### config.mk
export PLATFORM = sky130hd
export DESIGN_NAME = poci_regfile
export DESIGN_NICKNAME = d
export VERILOG_FILES = /design/src/rtl/poci_pkg.sv /design/src/rtl/poci_shifter.sv /design/src/rtl/poci_regfile.sv
export SDC_FILE = /design/constraint.sdc
export NUM_CORES = 1
export LEC_CHECK = 0
export ABC_CLOCK_PERIOD_IN_PS = 4500
export CAP_MARGIN = 20
export CORE_MARGIN = 2
export CORE_UTILIZATION = 30
export DETAILED_ROUTE_END_ITERATION = 6
export PLACE_DENSITY = 0.54
export SKIP_CTS_REPAIR_TIMING = 1
export SYNTH_ARGS = -nofsm -noshare
export SYNTH_HDL_FRONTEND = slang
export SYNTH_SLANG_ARGS = --single-unit
### constraint.sdc
create_clock -name sclk -period 4.5 [get_ports sclk]
set_input_delay 0.675 -clock sclk [delete_from_list [all_inputs] [get_ports sclk]]
set_output_delay 0.675 -clock sclk [all_outputs]
set_load 0.005 [all_outputs]
### src/rtl/poci_pkg.sv
// poci_pkg: shared types and helpers for the POCI register-file slice.
//   poci_state_e   : serializer FSM state encoding (IDLE, LOAD, SHIFT)
//   BYTE_W         : serial byte width
//   ADDR_UNSET     : address value meaning "pointer unset"
//   STATUS_ADDR_DEFAULT : default read-only status address
//   addr_in_range  : true when addr selects one of n registers starting at base
package poci_pkg;

  typedef enum logic [1:0] {
    IDLE  = 2'd0,
    LOAD  = 2'd1,
    SHIFT = 2'd2
  } poci_state_e;

  localparam int         BYTE_W              = 8;
  localparam logic [7:0] ADDR_UNSET          = 8'h00;
  localparam logic [7:0] STATUS_ADDR_DEFAULT = 8'hFF;

  // Address 0 never matches, even if a caller passes base 0.
  function automatic logic addr_in_range(input logic [7:0] addr, input int base, input int n);
    int a;
    a = int'({24'd0, addr});
    return (addr != ADDR_UNSET) && (a >= base) && (a < base + n);
  endfunction

endpackage

### src/rtl/poci_shifter.sv
// poci_shifter: byte serializer for POCI, MSB first, one byte per 8 sclk edges.
// Ports:
//   sclk      in   serial clock
//   rstn      in   async active-low reset
//   txn_clr   in   sync transaction clear; returns to IDLE, clears bit_cnt/shifter
//   load_data in 8 byte captured on the LOAD edge
//   poci      out  serial data (shifter MSB)
//   byte_done out  one-cycle pulse while bit 0 of a byte is on poci
//
// state | meaning
// ------+-------------------------------------------------------------
// IDLE  | no transaction; leaves on the first edge without txn_clr
// LOAD  | bit_cnt == 0; this edge captures load_data, MSB goes out
// SHIFT | bits 6..0 shifted out; bit_cnt == 7 edge drives bit 0
module poci_shifter
  import poci_pkg::*;
(
  input  logic              sclk,
  input  logic              rstn,
  input  logic              txn_clr,
  input  logic [BYTE_W-1:0] load_data,
  output logic              poci,
  output logic              byte_done
);

  poci_state_e       state, state_nxt;
  logic [2:0]        bit_cnt, bit_cnt_nxt;
  logic [BYTE_W-1:0] shifter, shifter_nxt;
  logic              byte_done_nxt;

  always_ff @(posedge sclk or negedge rstn) begin
    if (!rstn) begin
      state     <= IDLE;
      bit_cnt   <= 3'd0;
      shifter   <= '0;
      byte_done <= 1'b0;
    end else begin
      state     <= state_nxt;
      bit_cnt   <= bit_cnt_nxt;
      shifter   <= shifter_nxt;
      byte_done <= byte_done_nxt;
    end
  end

  always_comb begin
    state_nxt     = state;
    bit_cnt_nxt   = bit_cnt;
    shifter_nxt   = shifter;
    byte_done_nxt = 1'b0;
    if (txn_clr) begin
      state_nxt   = IDLE;
      bit_cnt_nxt = 3'd0;
      shifter_nxt = '0;
    end else begin
      case (state)
        IDLE: state_nxt = LOAD;
        LOAD: begin
          shifter_nxt = load_data;
          bit_cnt_nxt = 3'd1;
          state_nxt   = SHIFT;
        end
        SHIFT: begin
          shifter_nxt = {shifter[BYTE_W-2:0], 1'b0};
          bit_cnt_nxt = bit_cnt + 3'd1;  // wraps 7 -> 0 for the next LOAD
          if (bit_cnt == 3'd7) begin
            state_nxt     = LOAD;
            byte_done_nxt = 1'b1;
          end
        end
        default: state_nxt = IDLE;
      endcase
    end
  end

  // MSB of the shifter register is the line, so an async reset drops poci at once.
  assign poci = shifter[BYTE_W-1];

endmodule

### src/rtl/poci_regfile.sv
// poci_regfile: write/read register bank with POCI serial readback.
// Ports:
//   sclk       in   serial clock (only clock)
//   rstn       in   async active-low reset; the only thing that clears registers
//   txn_clr    in   sync transaction clear for the serializer
//   wr_stb     in   one-cycle write strobe
//   wr_addr    in 8 write address (valid with wr_stb)
//   wr_data    in 8 write data (valid with wr_stb)
//   rd_addr    in 8 address serialized at each byte load
//   poci       out  serial read data, MSB first
//   byte_done  out  pulse while bit 0 of a byte is driven
//   reg_out    out  flat register contents, reg[i] at [8i+7:8i]
//   wr_count   out 8 count of committed writes (wraps)
// Build option: define POCI_WR_LOCK_EN to make reg[NUM_REGS-1] bit 7 a write
// lock for all other registers and to report it in the status byte MSB.
module poci_regfile
  import poci_pkg::*;
#(
  parameter int         NUM_REGS    = 16,
  parameter int         BASE_ADDR   = 1,
  parameter logic [7:0] STATUS_ADDR = STATUS_ADDR_DEFAULT,
  parameter logic [7:0] RESET_VAL   = 8'h00
) (
  input  logic                       sclk,
  input  logic                       rstn,
  input  logic                       txn_clr,
  input  logic                       wr_stb,
  input  logic [7:0]                 wr_addr,
  input  logic [BYTE_W-1:0]          wr_data,
  input  logic [7:0]                 rd_addr,
  output logic                       poci,
  output logic                       byte_done,
  output logic [NUM_REGS*BYTE_W-1:0] reg_out,
  output logic [7:0]                 wr_count
);

  logic [BYTE_W-1:0] regs [NUM_REGS];
  logic [7:0]        wr_idx, rd_idx;
  logic              wr_hit, rd_hit, wr_ok;
  logic [BYTE_W-1:0] status_byte, rd_val, load_data;

  assign wr_idx = wr_addr - 8'(BASE_ADDR);
  assign rd_idx = rd_addr - 8'(BASE_ADDR);
  assign wr_hit = addr_in_range(wr_addr, BASE_ADDR, NUM_REGS);
  assign rd_hit = addr_in_range(rd_addr, BASE_ADDR, NUM_REGS);

`ifdef POCI_WR_LOCK_EN
  logic lock;
  assign lock        = regs[NUM_REGS-1][BYTE_W-1];
  // The lock register itself stays writable so software can unlock.
  assign wr_ok       = wr_hit && (!lock || (wr_idx == 8'(NUM_REGS-1)));
  assign status_byte = {lock, wr_count[6:0]};
`else
  assign wr_ok       = wr_hit;
  assign status_byte = wr_count;
`endif

  always_ff @(posedge sclk or negedge rstn) begin
    if (!rstn) begin
      for (int i = 0; i < NUM_REGS; i++) regs[i] <= RESET_VAL;
    end else if (wr_stb && wr_ok) begin
      for (int i = 0; i < NUM_REGS; i++) begin
        if (wr_idx == 8'(i)) regs[i] <= wr_data;
      end
    end
  end

  always_ff @(posedge sclk or negedge rstn) begin
    if (!rstn) wr_count <= 8'd0;
    else if (wr_stb && wr_ok) wr_count <= wr_count + 8'd1;
  end

  always_comb begin
    rd_val = '0;
    if (rd_hit) begin
      for (int i = 0; i < NUM_REGS; i++) begin
        if (rd_idx == 8'(i)) rd_val = regs[i];
      end
    end else if (rd_addr == STATUS_ADDR) begin
      rd_val = status_byte;
    end
  end

  // Write-through: a byte loaded on the same edge as a committing write to
  // the same address must carry the new data, not the stale register.
  assign load_data = (wr_stb && wr_ok && (wr_addr == rd_addr)) ? wr_data : rd_val;

  for (genvar g = 0; g < NUM_REGS; g++) begin : g_flat
    assign reg_out[g*BYTE_W +: BYTE_W] = regs[g];
  end

  poci_shifter u_shifter (
    .sclk      (sclk),
    .rstn      (rstn),
    .txn_clr   (txn_clr),
    .load_data (load_data),
    .poci      (poci),
    .byte_done (byte_done)
  );

endmodule

==> flow_summary.ini <==
[run_status]
status = finished clean

[synth]
yosys_warnings = 0
yosys.area.top_type = dfrtp_1
ys.flop_type = dfrtp_1
netlist_instances = 666
synthArstFlopShare_pct = 100
ys_seq_elements = 150
synth-edff-count = 0
syn_area_mm2 = 0.00763
synth.yosys.seq_area_share_pct = 49.2
synth_area_leaders = dfrtp_1 49%, mux2_2 20%, a21oi_1 2.0%, nand2_1 1.8%, o21ai_0 1.5%
synth_top_area_share_pct = 49.2
synth_nets = 697
synth.avg_cell_area_um2 = 11.5
ys_types = 66

[route]
drt_first_pass_iters = 4
post_drt_via_cell_ratio = 5.42
post-route-drc-count = 0
drtIter0Drc = 548
ant_nets = 0
finalWirelength_um = 28500
vias = 6330
wire_per_inst_um = 24.4

[power]
p_leak_nw = 4.41
peakVddDrop_mv = 0.197
power_density_mw_per_mm2 = 349

[global_route]
grt_pass1_wl_um = 42500
track_usage_pct = 21.8
antenna_found_initial = 0
grt_max_degree = 81
grt-ovfl-total = 0
grt_pass1_vias = 6458

[timing]
finalHoldViolations = 0
maxSlewHeadroom_pct = 35.1
fin_skew_ns = 0.0145
final_max_slew_viol_count = 0
hold_slack_ns = 0.289
setup_tns_ns = 0
finalSetupViolCount = 0
rsz0062_at_grt = false
max_freq_ghz = 0.318
worst_pin_slew_ns = 0.959
period_needed_ns = 3.14
finalCritPeriodShare_pct = 69.8

[cells_and_area]
drive_gt1_share_pct = 23.8
layout_commonest_cell = clkdlybuf4s50_1
area_growth_pct = 34.8
final_cells = 1167
filler_cell_count = 2426
final_cell_mix = 163 x clkdlybuf4s50_1, 150 x dfrtp_1, 133 x mux2_2
antenna_cells = 0
final_nets = 856

[clocking]
cts_made_buffers = 17
cts_sinks = 150
clock-root-buffer = clkbuf_16
path_clk_slew_ns = 0.07
htreeDepth = 4
cts_tree = yes
clock_latency_ns = 0.44
cts_max_path_buffers = 2

[die]
ioPinCount = 166
die_w_um = 163
core_area_mm2 = 0.0250
fp.dieH_um = 163
initial_core_util_pct = 30.5
rows = 58
die-area_mm2 = 0.0267

[place]
dpl.hpwl_um = 20700
place.gp.congestion = 0.917
io_buffers = 165
numPlacedInstances = 1136

[worst_setup_path]
worstSetupPathType = in2reg
critical_path.slowest_cell = clkdlybuf4s50_1
crit_fanout = 10
rr_startpoint = reg_out[34]
path_cells = clkdlybuf4s50_1 > nor4_1 > xnor2_1 > nand2_1 > nor3_1 > nand3_1 > mux2_2
start_kind = input pin
timing.rr.end = u_shifter.shifter[2]
arrival_ns = 3.46
ff2ff_setup_slack_ns = 2.50
slowest_delay_ns = 0.60
ff2ff_path_depth = 6
endpoint_kind = flip-flop
cp.required_ns = 4.82

[flow_run]
cap_violations = 0

[min_path]
min_path_type = in2async
-- power by group --
group,switching [mW],internal [mW]
clock network,0.616,0.989
logic,0.220,0.237
registers,0.103,1.42
total,0.939,2.65
-- synth_stat cells, types with 7 or more instances --
master and number:
nand3_1 11, a21oi_1 30, dfrtp_1 150, buf_2 11
mux2_2 133, nor2b_1 10, a211oi_1 8, xor2_1 8
nor3_1 11, xnor2_1 10, nor2_2 9, nor2_1 29
nor4_1 11, nand2b_1 10, a32oi_1 7, o21ai_0 23
clkbuf_1 24, a22oi_1 9, nand2_1 37, inv_1 9
-- sequential cells by signal, indices dropped and copies added, names as in the netlist --
| name | count |
|---|---|
| reg_out | 128 |
| u_shifter.bit_cnt | 3 |
| u_shifter.byte_done | 1 |
| u_shifter.shifter | 8 |
| u_shifter.state | 2 |
| wr_count | 8 |
-- through the flow --
stage	power, mW	area, um^2	worst slack, ns	utilization (%)
4_1_cts	3.61	10300	1.42	41.1
3_3_place_gp	2.01	9640	0.986	38.5
6_report	3.59	10300	1.36	41.1
5_1_grt	3.72	10300	1.12	41.1
2_1_floorplan	1.70	7630	1.98	-
3_5_place_dp	2.01	9640	0.975	38.5
-- how the worst max path moves through the flow --
stage | startpoint | to | cells after the start
final | wr_addr[1] | reg_out[17] | 7
after global routing | wr_addr[0] | reg_out[16] | 7
after CTS | wr_addr[1] | reg_out[17] | 7
after detailed placement | rd_addr[1] | u_shifter.shifter[2] | 8
after global placement | wr_addr[1] | reg_out[22] | 7
after floorplan | wr_addr[1] | reg_out[16] | 7
-- layout make-up --
cell class	count	area, um^2	area share [%]
timing repair buffer	180	1760	17.1
sequential	150	3750	36.5
tap	330	413	4.02
inverter	10	37.5	0.365
clock buffer	17	425	4.14
clock inverter	14	223	2.17
multi-input combinational	466	3670	35.7
-- critical path, delay by kind of cell --
family        cells  cell delay [ns]
xor+xnor          1             0.21
mux               1             0.45
buf+inv           1             0.60
simple gates      4             1.52
-- kinds of logic after synthesis --
family | Yosys count | share of synthesized area (%)
compound gates | 140 | 12.9
xor+xnor | 18 | 2.07
fa+ha+maj | 3 | 0.492
buf+inv | 50 | 2.64
flops | 150 | 49.2
mux | 142 | 21.0
simple gates | 163 | 11.7
-- metal layers --
layer  vias to the layer above  global-route usage [%]  share of wire (%)
li1                       2817                       -                  -
met1                      3231                    29.9                 44
met2                       245                    34.6                 47
met3                        37                    4.44                6.4
met4                         0                    6.76                2.2
met5                         -                       0                  0
Note: power is estimated with default switching activity, not from simulation.
